<file path="config.mk">
export PLATFORM = sky130hd
export DESIGN_NAME = fetch_unit
export DESIGN_NICKNAME = d
export VERILOG_FILES = /design/src/rtl/fetch_unit_pkg.sv /design/src/rtl/fetch_fifo.sv /design/src/rtl/fetch_unit.sv
export SDC_FILE = /design/constraint.sdc
export NUM_CORES = 1
export LEC_CHECK = 0
export ABC_AREA = 1
export CORE_MARGIN = 1
export CORE_UTILIZATION = 40
export CTS_CLUSTER_SIZE = 10
export DETAILED_ROUTE_END_ITERATION = 12
export GPL_ROUTABILITY_DRIVEN = 1
export HOLD_SLACK_MARGIN = 0.12
export PLACE_DENSITY = 0.7
export SETUP_SLACK_MARGIN = 0.2
export SLEW_MARGIN = 0
export SYNTH_ARGS = -nofsm -noshare
export SYNTH_HDL_FRONTEND = slang
export SYNTH_SLANG_ARGS = --single-unit
</file>
<file path="constraint.sdc">
create_clock -name clk -period 4.35 [get_ports clk]
set_clock_uncertainty 0.1 [all_clocks]
set_input_delay 0.87 -clock clk [delete_from_list [all_inputs] [get_ports clk]]
set_output_delay 0.87 -clock clk [all_outputs]
set_load 0.01 [all_outputs]
</file>
<file path="src/rtl/fetch_unit_pkg.sv">
// Shared constants and types for the instruction fetch unit.
package fetch_unit_pkg;

    localparam int unsigned INSTR_SIZE = 32;
    localparam int unsigned PC_SIZE    = 32;

    localparam logic [INSTR_SIZE-1:0] NOP_INSTR        = 32'h0000_0013;
    localparam logic [PC_SIZE-1:0]    RESET_PC_DEFAULT = 32'h0000_0000;

    // One queue entry: the PC the word was fetched from and the word itself.
    typedef struct packed {
        logic [PC_SIZE-1:0]    pc;
        logic [INSTR_SIZE-1:0] instr;
    } fq_entry_t;

    // Force an address onto a 32-bit word boundary.
    function automatic logic [PC_SIZE-1:0] align_word(input logic [PC_SIZE-1:0] addr);
        return {addr[PC_SIZE-1:2], 2'b00};
    endfunction

endpackage

</file>
<file path="src/rtl/fetch_fifo.sv">
// Small circular instruction queue with flush; head is visible combinationally.
module fetch_fifo
    import fetch_unit_pkg::*;
#(
    parameter int unsigned DEPTH = 2
) (
    input  logic                         clk,
    input  logic                         nrst,
    input  logic                         i_push,
    input  logic                         i_pop,
    input  logic                         i_flush,
    input  fq_entry_t                    i_data,
    output logic                         o_full,
    output logic                         o_empty,
    output logic [$clog2(DEPTH):0]       o_count,
    output fq_entry_t                    o_head
);

    localparam int unsigned AW = $clog2(DEPTH);
    localparam logic [AW:0] DEPTH_W = (AW+1)'(DEPTH);

    fq_entry_t         r_mem [DEPTH];
    logic [AW-1:0]     r_wr_ptr;
    logic [AW-1:0]     r_rd_ptr;
    logic [AW:0]       r_count;
    logic              w_do_push;
    logic              w_do_pop;

    assign o_full    = (r_count == DEPTH_W);
    assign o_empty   = (r_count == '0);
    assign o_count   = r_count;
    assign o_head    = r_mem[r_rd_ptr];
    // A full queue may still take a push in the same cycle its head leaves.
    assign w_do_pop  = i_pop && !o_empty;
    assign w_do_push = i_push && (!o_full || w_do_pop);

    // Storage, pointers and occupancy; flush discards everything at once.
    always_ff @(posedge clk or negedge nrst) begin
        if (!nrst) begin
            r_wr_ptr <= '0;
            r_rd_ptr <= '0;
            r_count  <= '0;
            for (int i = 0; i < DEPTH; i++) begin
                r_mem[i] <= '0;
            end
        end else if (i_flush) begin
            r_wr_ptr <= '0;
            r_rd_ptr <= '0;
            r_count  <= '0;
        end else begin
            if (w_do_push) begin
                r_mem[r_wr_ptr] <= i_data;
                r_wr_ptr        <= r_wr_ptr + 1'b1;
            end
            if (w_do_pop) begin
                r_rd_ptr <= r_rd_ptr + 1'b1;
            end
            case ({w_do_push, w_do_pop})
                2'b10:   r_count <= r_count + 1'b1;
                2'b01:   r_count <= r_count - 1'b1;
                default: r_count <= r_count;
            endcase
        end
    end

    // The request throttle upstream must make this impossible.
    a_no_overflow: assert property (@(posedge clk) disable iff (!nrst)
        !(i_push && !i_flush && o_full && !i_pop))
        else $error("fetch_fifo: push into full queue");

endmodule

</file>
<file path="src/rtl/fetch_unit.sv">
// Instruction fetch: one outstanding imem request, redirect/flush handling,
// and a small queue feeding decode.
module fetch_unit
    import fetch_unit_pkg::*;
#(
    parameter logic [PC_SIZE-1:0] RESET_PC = RESET_PC_DEFAULT,
    parameter int unsigned        FQ_DEPTH = 2
) (
    input  logic                  clk,
    input  logic                  nrst,
    input  logic                  stall,
    input  logic                  redirect,
    input  logic [PC_SIZE-1:0]    redirect_pc,
    output logic                  imem_req,
    output logic [PC_SIZE-1:0]    imem_addr,
    input  logic                  imem_rvalid,
    input  logic [INSTR_SIZE-1:0] imem_rdata,
    output logic [INSTR_SIZE-1:0] instr_out,
    output logic [PC_SIZE-1:0]    pc_out,
    output logic                  instr_valid
);

    localparam int unsigned CW      = $clog2(FQ_DEPTH) + 1;
    localparam logic [CW:0] DEPTH_W = (CW+1)'(FQ_DEPTH);

    logic [PC_SIZE-1:0] r_fetch_pc;
    logic [PC_SIZE-1:0] r_req_pc;
    logic               r_inflight;
    logic               r_discard;

    logic               w_push;
    logic               w_pop;
    logic               w_full;
    logic               w_empty;
    logic [CW-1:0]      w_count;
    fq_entry_t          w_head;
    fq_entry_t          w_push_data;
    logic [CW:0]        w_occ;
    logic               w_req;

    // Responses are only accepted for a live, non-cancelled request; a
    // redirect in the same cycle kills the word too.
    assign w_push      = imem_rvalid && r_inflight && !r_discard && !redirect;
    assign w_pop       = !stall && !w_empty && !redirect;
    assign w_push_data = '{pc: r_req_pc, instr: imem_rdata};

    // Queue occupancy after this cycle's push/pop plus the slot a new request reserves.
    always_comb begin
        w_occ = {1'b0, w_count} + {{CW{1'b0}}, 1'b1};
        if (w_push) begin
            w_occ = w_occ + {{CW{1'b0}}, 1'b1};
        end else begin
            w_occ = w_occ;
        end
        if (w_pop) begin
            w_occ = w_occ - {{CW{1'b0}}, 1'b1};
        end else begin
            w_occ = w_occ;
        end
    end

    // Issue only when the bus is free (or freeing this cycle) and a slot is reserved.
    assign w_req = nrst && !redirect && (!r_inflight || imem_rvalid)
                   && (w_occ <= DEPTH_W) && !(w_full && !w_pop);

    assign imem_req  = w_req;
    assign imem_addr = r_fetch_pc;

    // Fetch PC, outstanding-request tracking and stale-response discard.
    always_ff @(posedge clk or negedge nrst) begin
        if (!nrst) begin
            r_fetch_pc <= align_word(RESET_PC);
            r_req_pc   <= '0;
            r_inflight <= 1'b0;
            r_discard  <= 1'b0;
        end else if (redirect) begin
            r_fetch_pc <= align_word(redirect_pc);
            // A request still on the bus must have its answer thrown away.
            r_inflight <= r_inflight && !imem_rvalid;
            r_discard  <= r_inflight && !imem_rvalid;
        end else begin
            if (w_req) begin
                r_fetch_pc <= r_fetch_pc + 32'd4;
                r_req_pc   <= r_fetch_pc;
                r_inflight <= 1'b1;
            end else if (imem_rvalid) begin
                r_inflight <= 1'b0;
            end else begin
                r_inflight <= r_inflight;
            end
            if (imem_rvalid && r_discard) begin
                r_discard <= 1'b0;
            end else begin
                r_discard <= r_discard;
            end
        end
    end

    fetch_fifo #(
        .DEPTH (FQ_DEPTH)
    ) u_fifo (
        .clk     (clk),
        .nrst    (nrst),
        .i_push  (w_push),
        .i_pop   (w_pop),
        .i_flush (redirect),
        .i_data  (w_push_data),
        .o_full  (w_full),
        .o_empty (w_empty),
        .o_count (w_count),
        .o_head  (w_head)
    );

    // Present the queue head to decode, or a NOP when nothing is queued.
    always_comb begin
        instr_valid = !w_empty;
        if (w_empty) begin
            instr_out = NOP_INSTR;
            pc_out    = '0;
        end else begin
            instr_out = w_head.instr;
            pc_out    = w_head.pc;
        end
    end

endmodule

</file>
Word-level counts from Yosys, hierarchy flattened. Index checks and enable logic that the tools add are counted.

Register bits: 198. Input bits: 69. Output and inout bits: 98. Word-level logic and storage cells: 87.

Add/subtract/negate cells: 8. Magnitude comparators: 4. Equality and inequality tests: 3. Multiplexer cells: 23. Bitwise logic cells: 3. Reduce and logical (&&, ||, !) cells: 35.

Operators by type and width (count): 64-bit 2-to-1 mux (4); 128-bit bitwise mux (1); 32-bit 2-to-1 mux (4); 64-bit demux with 1-bit select (1); 32-bit by 3-bit adder with 32-bit output, second input constant (1); 1-bit logical AND (15); 1-bit logical NOT (9); 1-bit 2-to-1 mux (9); 2-bit nonzero test (4); 3-bit 2-to-1 mux (2); 3-bit nonzero test (2); 2-bit == test, second input constant (2); 2-bit greater-or-equal comparator, second input constant (2); 1-bit inverter with 2-bit output (2); 2-bit one-hot mux with 2 select lines (1); 2-bit AND reduction (2); 2-bit by 1-bit adder with 3-bit output, second input constant (1); 3-bit by 1-bit adder with 3-bit output, second input constant (1); 3-bit by 2-bit less-or-equal comparator with 1-bit output, second input constant (1); 3-bit by 1-bit subtractor with 3-bit output, second input constant (1); 1-bit adder, second input constant (2); 2-bit by 1-bit adder with 2-bit output, second input constant (1); 2-bit by 1-bit == test with 1-bit output, second input constant (1); 2-bit logical NOT (1); other kinds (5) (6).

Longest topological paths before layout. Gate-level depths: netlist (run 1).

Depth in word-level cells: 11. Gate-level depth with buffers: 15.

By module. From an unflattened synthesis (run 1), not the netlist that was laid out.

Cells, all modules: 1430. Area, all modules: 10628.9 um^2.

By module, submodules not included: fetch_fifo (instances 1, cells each 722, area an instance 6334.8 um^2); fetch_unit (instances 1, cells each 708, area an instance 4294.1 um^2).

Worst setup path before layout (run 1). Ideal clock, no wire load.

Path kind: input-to-output. From: in redirect. To: out imem_req. Arrival time: 2191 ps. Data required time: 3380 ps. Setup slack: 1189 ps. Stages: 12. Buffers on the path: 2. Cells stage by stage: buf_6 nor2_8 nand3_1 xor2_1 ha_1 nor2_1 nand2_1 nand2_1 nor2_2 nand2_2 buf_6 inv_2.

Cells in the longest elaborated chain, start to end: 8. Elaborated cells between the ends (all ways): 14. Those cells by class: add/sub: 1; order compare: 1; mux: 2; reduce/logical: 10.

Ends and longest elaborated chain: from (decl) (line fetch_unit.sv:12) `input logic redirect,`; 1-bit logical NOT (*) (line fetch_unit.sv:43, fetch_unit.sv:44, fetch_unit.sv:63); 1-bit logical AND (line fetch_unit.sv:43) `assign w_push = imem_rvalid && r_inflight && !r_discard && !redirect;`; 3-bit 2-to-1 mux (line fetch_unit.sv:50) `if (w_push) begin`; 3-bit by 1-bit subtractor with 3-bit output (line fetch_unit.sv:56) `w_occ = w_occ - {{CW{1'b0}}, 1'b1};`; 3-bit 2-to-1 mux (line fetch_unit.sv:55) `if (w_pop) begin`; 3-bit by 2-bit less-or-equal comparator with 1-bit output (line fetch_unit.sv:64) `&& (w_occ <= DEPTH_W) && !(w_full && !w_pop);`; 1-bit logical AND (line fetch_unit.sv:64); 1-bit logical AND (*) (line fetch_unit.sv:64); to (decl) (line fetch_unit.sv:14) `output logic imem_req,`.

Every way passes the cells marked *; elsewhere a longest branch is shown, timed or not.

Worst setup path in the final report (run 1).
From: in imem_rvalid. To: out imem_req.

Cells in the longest elaborated chain, start to end: 9. Elaborated cells between the ends (all ways): 11. Those cells by class: add/sub: 1; order compare: 1; mux: 2; reduce/logical: 7.

Ends and longest elaborated chain: from (decl) (line fetch_unit.sv:16) `input logic imem_rvalid,`; 1-bit logical AND (3 in a row) (line fetch_unit.sv:43); 3-bit 2-to-1 mux (line fetch_unit.sv:50); 3-bit by 1-bit subtractor with 3-bit output (line fetch_unit.sv:56); 3-bit 2-to-1 mux (line fetch_unit.sv:55); 3-bit by 2-bit less-or-equal comparator with 1-bit output (line fetch_unit.sv:64); 1-bit logical AND (*) (2 in a row) (line fetch_unit.sv:64).

Marked as above.

==> flow_summary.rst, run 1 <==
.. list-table::
   :header-rows: 1

   * - Metric
     - Value
   * - Share of the core filled with cells
     - 0.518
   * - Remaining global-route overflow
     - 0
   * - Remaining antenna violation count after routing
     - 0
   * - Die Ht
     - 156 um
   * - Antenna violations before repair
     - 0
   * - Unrepaired setup endpoints after global routing
     - false
   * - Port buffer count
     - 160
   * - Final period utilization
     - 0.918
   * - Worst path setup slack after routing
     - 358 ps
   * - Effective utilization at floorplan
     - 0.413
   * - Width of the die
     - 156 um
   * - Hold buffer count at cts
     - 0
   * - Htree depth
     - 4
   * - Type of element launching the critical path
     - input port
   * - Unique masters post-synth
     - 28
   * - Layout area overhead
     - 25.4%
   * - Worst-case headroom to the max-slew limit
     - 0.359
   * - Synthesis Warnings
     - 0
   * - Number of clock sinks
     - 190
   * - Category of the most critical setup path
     - input port to output pin
   * - Number of clock buffers inserted by TritonCTS
     - 17
   * - Total power
     - 7.41 mW
   * - Worst min-delay path category
     - flop to flop
   * - Largest fanout on the critical path
     - 3
   * - Transition time at the pin with the least slew margin
     - 962 ps
   * - Root Driver
     - clkbuf_16
   * - Worst IR Drop VDD
     - 264 uV
   * - Fraction of layout instances using a drive strength above 1
     - 0.0510
   * - Fill cells
     - 2233
   * - Most frequent CP cell
     - nand2_1
   * - Arrival time at the worst endpoint
     - 3020 ps
   * - Die area
     - 0.0243 sq mm
   * - Total Wirelength
     - 24100 um
   * - Remaining DRCs
     - 0
   * - Max Clock Freq
     - 250 MHz
   * - Post-detail-place hpwl
     - 16400 um
   * - Summed negative setup slack over all endpoints
     - 0 ps
   * - Vias
     - 8423
   * - First-pass GRT wire length
     - 39600 um
   * - Number of synthesized register bits
     - 190
   * - Static leakage power
     - 5.78 nW
   * - Peak per-stage delay on the critical path
     - 560 ps
   * - Clock tree from TritonCTS
     - built
   * - Placeable core region
     - 0.0229 sq mm
   * - Via count of the first global-routing pass
     - 7747
   * - DP Worst Slack
     - 293 ps
   * - Count of boundary I/O pins
     - 167
   * - Mean post-synth cell area
     - 7.45 sq um
   * - Standard-cell rows
     - 55
   * - Number of hold violations in the final report
     - 0
   * - Clock latency of the later-clocked register in the worst-skew pair
     - 430 ps
   * - First-iteration detailed-routing DRC count
     - 563
   * - DRT Pass-1 Iters
     - 7
   * - Setup crit end kind
     - output pin
   * - Cell type group with the largest total delay on the critical path
     - buffers and inverters
   * - Avg Vias per Cell
     - 4.88
   * - DR WL/cell
     - 14.0 um
   * - Crit path max-delay cell type
     - clkdlybuf4s50_1
   * - Post-layout net count
     - 1473
   * - Number of antenna cells inserted
     - 0
   * - Result of the run
     - completed
   * - Weighted congestion reported at the end of routability-driven placement
     - 0.941
   * - Portion of synthesized cell area occupied by the leading cell type
     - 0.502
   * - Worst-path clk slew
     - 70 ps
   * - Max capacitance violation total
     - 0
   * - Max Transition Viols Final
     - 0
   * - Global router's overall resource usage
     - 0.205
   * - Maximum count of clock buffers along a single path
     - 2
   * - Number of buffer and inverter instances along the worst setup path
     - 4
   * - Cell area after synthesis
     - 0.00947 sq mm
   * - Required arrival time at the worst endpoint
     - 3380 ps
   * - Final critical delay including setup and external delays
     - 3990 ps
   * - Storage cell area
     - 0.00476 sq mm
   * - Largest net degree at the start of global routing
     - 85
   * - Cell accounting for the most synthesized area
     - dfrtp_1
   * - Cell chain of the critical path
     - clkdlybuf4s50_1 -> nand2_1 -> inv_2 -> nand3_1 -> xor2_1 -> ha_1 -> nor2_1 -> nand2_1 -> nand2_1 -> nor2_2 -> nand2_2 -> inv_2 -> clkdlybuf4s50_1
   * - Fraction of the yosys area taken by sequential cells
     - 0.502
   * - Final setup vio count
     - 0
   * - Pwr dens
     - 623 mW/mm^2
   * - Multi-input gate area in the final layout
     - 0.00395 sq mm
   * - Leading cell types by total area after synthesis
     - dfrtp_1 50%, nand2_1 21%, o21ai_0 5.8%
   * - Instance count of the mapped netlist
     - 1271
[final cells by class]
cell class | instances | share of cell area
flip-flops and latches | 190 | 0.401
multi-input cells | 906 | 0.332
repair buffers | 180 | 0.149
clock buffers | 17 | 0.0358
well taps | 313 | 0.0330
inverters | 104 | 0.0329
clock inverters | 15 | 0.0165
[synth_stat cells]
cell and n:
nand2_1 534, dfrtp_1 190, o21ai_0 110, inv_1 99, a21oi_1 64, nor2_1 55, nand3_1 53, o21ai_1 48
clkbuf_1 36, buf_2 17, buf_4 12, xor2_1 12, buf_6 8, ha_1 5, inv_2 5, nand4_1 4
nor2_2 4, mux2_2 3, nand2_2 3, a21boi_0 1, buf_1 1, conb_1 1, nand3b_1 1, nor2_8 1
nor3_1 1, o21a_1 1, or2_2 1, xnor2_1 1
[through the flow]
stage	area (sq um)	cells	hold WS, ps
2_1_floorplan	9480	1274	337
3_3_place_gp	11300	1693	347
3_5_place_dp	11300	1693	353
4_1_cts	11900	1725	372
5_1_grt	11900	1725	391
6_report	11900	1725	370
[cell families (layout without fill, tap and decap cells)]
family                     after synthesis  count (layout)  share of synthesized area
and+or+nand+nor                        657             657                      0.273
AOI/OAI and AO/OA                      224             224                      0.119
adders and majority gates                5               5                    0.00660
other                                    1               4                   0.000396
muxes                                    3               3                    0.00357
buffers and inverters                  178             316                     0.0839
xor gates and xnor gates                13              13                     0.0120
DFF                                    190             190                      0.502
[timing repair]
item,in CTS,in global routing
buffers inserted,0,0
resized for setup,0,1
setup endpoints to repair,0,1
[power breakdown]
group / leakage, nW / total (mW) / switching (mW) / internal, mW
Clock: 0.299 / 1.58 / 0.790 / 0.785
Combinational: 3.22 / 2.79 / 1.50 / 1.28
Sequential: 2.25 / 3.04 / 0.544 / 2.50
Total: 5.78 / 7.41 / 2.84 / 4.57
[routing by layer]
| layer | vias to the layer above | track usage | routed length, um |
|---|---|---|---|
| met5 | - | 0 | 0 |
| met4 | 0 | 0.0672 | 392 |
| met3 | 36 | 0.0317 | 1430 |
| met2 | 269 | 0.311 | 10600 |
| met1 | 3867 | 0.299 | 11700 |
| li1 | 4251 | - | - |
[placed cells by master (no fill, tap or decap), types with 5 or more instances in the layout]
cell type	netlist	layout
inv_2	5	5
nand3_1	53	53
dfrtp_1	190	189
inv_1	99	99
o21ai_0	110	110
clkdlybuf4s50_1	0	158
nand2_1	534	534
nor2_1	55	54
clkbuf_16	0	17
buf_4	12	19
clkinv_8	0	8
xor2_1	12	12
o21ai_1	48	48
ha_1	5	5
a21oi_1	64	64
[path summary, 6_finish.rpt]
kind | from | endpoint | slack (ps) | cells past startpoint
worst min register to register | u_fifo.r_mem[72] | u_fifo.r_mem[72] | 370 | 2
min in group asynchronous | nrst | u_fifo.r_mem[37] | 470 | 2
worst min-delay path | u_fifo.r_mem[72] | u_fifo.r_mem[72] | 370 | 2
max in group asynchronous | nrst | u_fifo.r_mem[62] | 2250 | 3
worst max register to register | u_fifo.o_count[0] | imem_addr[25] | 1300 | 14
worst max-delay path | imem_rvalid | imem_req | 360 | 13
[worst register-to-register path: cells and delay by family, from the launching register on]
family / cells / cell delay (ps)
fa+ha+maj: 2 / 570
xor+xnor: 1 / 170
flops: 1 / 410
buf+inv: 3 / 1090
simple gates: 8 / 610
[sequential cells by signal, summed over array words and instances (netlist names)]
name	cells
imem_addr	30
r_req_pc	30
u_fifo.r_mem	124
u_fifo.o_count	2
u_fifo.r_rd_ptr	1
r_inflight	1
u_fifo.r_wr_ptr	1
r_discard	1
No activity file was read; power rests on OpenSTA's default activity.
==> inputs of run 2 (changes only) <==
==> constraint.sdc (replaced) <==
create_clock -name clk -period 4 [get_ports clk]
set_clock_uncertainty 0.1 [all_clocks]
set_input_delay 0.8 -clock clk [delete_from_list [all_inputs] [get_ports clk]]
set_output_delay 0.8 -clock clk [all_outputs]
set_load 0.05 [all_outputs]
==> flow_summary.rst, run 2 (synthesized netlist as in run 1, its figures left out) <==
.. list-table::
   :header-rows: 1

   * - Metric
     - Value
   * - Result of the run
     - completed
   * - Remaining DRCs
     - 0
   * - Summed negative setup slack over all endpoints
     - 0 ps
   * - Fraction of power consumed by the clock network
     - 0.178
   * - Number of buffer and inverter instances along the worst setup path
     - 3
   * - Switching share of power
     - 0.450
   * - Maximum count of clock buffers along a single path
     - 2
   * - Worst slack on hold paths
     - 368 ps
   * - Global router's overall resource usage
     - 0.210
   * - Number of flip-flops under the largest register name
     - 124
   * - Total power
     - 9.76 mW
   * - Unrepaired setup endpoints after global routing
     - false
   * - Most common library cell in the layout ignoring fill and taps
     - nand2_1
   * - Root Driver
     - clkbuf_16
   * - Total Wirelength
     - 24400 um
   * - Count of boundary I/O pins
     - 167
   * - Clock tree from TritonCTS
     - built
   * - Most frequent cells in the layout
     - 534 x nand2_1, 189 x dfrtp_1, 110 x o21ai_0, 99 x inv_1, 99 x clkdlybuf4s50_1
   * - Worst-case register-to-register setup slack
     - 1050 ps
   * - Most frequent CP cell
     - nand2_1
   * - Number of buffers inserted by post-CTS setup repair
     - 0
   * - Placeable core region
     - 0.0229 sq mm
   * - Type of element launching the critical path
     - input port
   * - Net switching power of the design
     - 4.39 mW
   * - Internal Pwr Total
     - 5.37 mW
   * - Weighted congestion reported at the end of routability-driven placement
     - 0.928
   * - Cell chain of the critical path
     - clkdlybuf4s50_1 -> nor2_8 -> nand3_1 -> xor2_1 -> ha_1 -> nor2_1 -> nand2_1 -> nand2_1 -> nor2_2 -> nand2_2 -> inv_2 -> buf_12
   * - Effective utilization at floorplan
     - 0.413
   * - Max Transition Viols Final
     - 0
   * - Die Ht
     - 156 um
   * - Remaining antenna violation count after routing
     - 0
   * - Standard-cell rows
     - 55
   * - Fill cells
     - 2137
   * - Number of cells upsized or downsized after cts
     - 0
   * - Final critical delay including setup and external delays
     - 3690 ps
   * - Fraction of layout instances using a drive strength above 1
     - 0.0934
   * - Arrival time at the worst endpoint
     - 2790 ps
   * - DRT Pass-1 Iters
     - 6
   * - Post-detail-place hpwl
     - 16600 um
   * - Port buffer count
     - 160
   * - Setup crit end kind
     - output pin
   * - Hold path startpoint
     - u_fifo.r_mem[109]
   * - Final period utilization
     - 0.922
   * - Via count of the first global-routing pass
     - 7959
   * - Number of antenna cells inserted
     - 0
   * - Cell type group with the largest total delay on the critical path
     - buffers and inverters
   * - Avg Vias per Cell
     - 4.88
   * - Transition time at the pin with the least slew margin
     - 916 ps
   * - Logic depth of the worst path, buffers included
     - 12
   * - End of the worst hold path
     - u_fifo.r_mem[109]
   * - Largest net degree at the start of global routing
     - 73
   * - First-pass GRT wire length
     - 40400 um
   * - Antenna violations before repair
     - 0
   * - Sequential cell fraction of total power
     - 0.338
   * - Worst-case headroom to the max-slew limit
     - 0.389
   * - Category of the most critical setup path
     - input port to output pin
   * - Width of the die
     - 156 um
   * - Pwr dens
     - 801 mW/mm^2
   * - Hold buffer count at cts
     - 1
   * - Worst-path clk slew
     - 70 ps
   * - Worst hold path cell count
     - 2
   * - Layout area overhead
     - 28.5%
   * - Clock latency of the later-clocked register in the worst-skew pair
     - 430 ps
   * - Number of clock buffers inserted by TritonCTS
     - 17
   * - Die area
     - 0.0243 sq mm
   * - Combinational fraction of design power
     - 0.484
   * - DR WL/cell
     - 14.1 um
   * - Static leakage power
     - 5.99 nW
   * - Required arrival time at the worst endpoint
     - 3100 ps
   * - Most flops, register
     - u_fifo.r_mem
   * - Startpoint of the most critical register-to-register path
     - u_fifo.o_count[0]
   * - Final setup vio count
     - 0
   * - Post-layout net count
     - 1474
   * - Worst min-delay path category
     - flop to flop
   * - Largest fanout on the critical path
     - 9
   * - Crit path max-delay cell type
     - clkdlybuf4s50_1
   * - Endpoint of the worst register-to-register path
     - r_req_pc[2]
   * - Peak per-stage delay on the critical path
     - 520 ps
   * - Reg2reg path depth
     - 13
   * - Max capacitance violation total
     - 0
   * - Remaining global-route overflow
     - 0
   * - Worst IR Drop VDD
     - 313 uV
   * - Max Clock Freq
     - 271 MHz
   * - Vias
     - 8429
   * - Number of clock sinks
     - 190
   * - Htree depth
     - 4
   * - Number of hold violations in the final report
     - 0
   * - First-iteration detailed-routing DRC count
     - 669
-- run 2: cell type report --
class	count	area [sq um]	area share
Inverter	104	390	0.0321
Tap cell	313	392	0.0322
Clock inverter	15	171	0.0141
Clock buffer	17	425	0.0349
Sequential cell	190	4760	0.391
Timing Repair Buffer	181	2090	0.172
Multi-Input combinational cell	906	3950	0.324
-- run 2: worst min-delay path, cell delays in order (launching register included) --
cell     delay, ps
dfrtp_1        340
nand2_1         50
nand2_1         50
-- run 2: how the worst max path moves through the flow --
| stage | end | from | slack (ps) |
|---|---|---|---|
| finish | imem_req | redirect | 310 |
| global route | imem_req | redirect | 220 |
| CTS | imem_req | redirect | 280 |
| detailed placement | imem_req | redirect | 350 |
| global placement | imem_req | redirect | 370 |
| floorplan | instr_out[22] | u_fifo.o_count[0] | 670 |
-- run 2: stage by stage --
stage                     setup slack, ps  utilization  cell area (sq um)  instances
after floorplan                       668            -               9480       1274
after global placement                366        0.505              11600       1693
after detailed placement              350        0.505              11600       1693
after CTS                             282        0.531              12200       1726
after global routing                  220        0.531              12200       1726
final                                 311        0.531              12200       1726
-- run 2: per-layer routing --
layer	track usage	wire, um	up-vias
met1	0.303	11600	3872
li1	-	-	4248
met2	0.324	11100	282
met4	0.0612	318	0
met5	0	0	-
met3	0.0319	1430	27
-- run 2: power groups by stage --
| stage | sequential [mW] | clock (mW) | combinational, mW |
|---|---|---|---|
| 2_1_floorplan | 3.44 | 0 | 2.75 |
| 5_1_grt | 3.41 | 1.84 | 5.11 |
| 4_1_cts | 3.29 | 1.77 | 4.76 |
| 3_5_place_dp | 3.32 | 0 | 4.74 |
| 3_3_place_gp | 3.30 | 0 | 4.68 |
| 6_report | 3.30 | 1.73 | 4.72 |
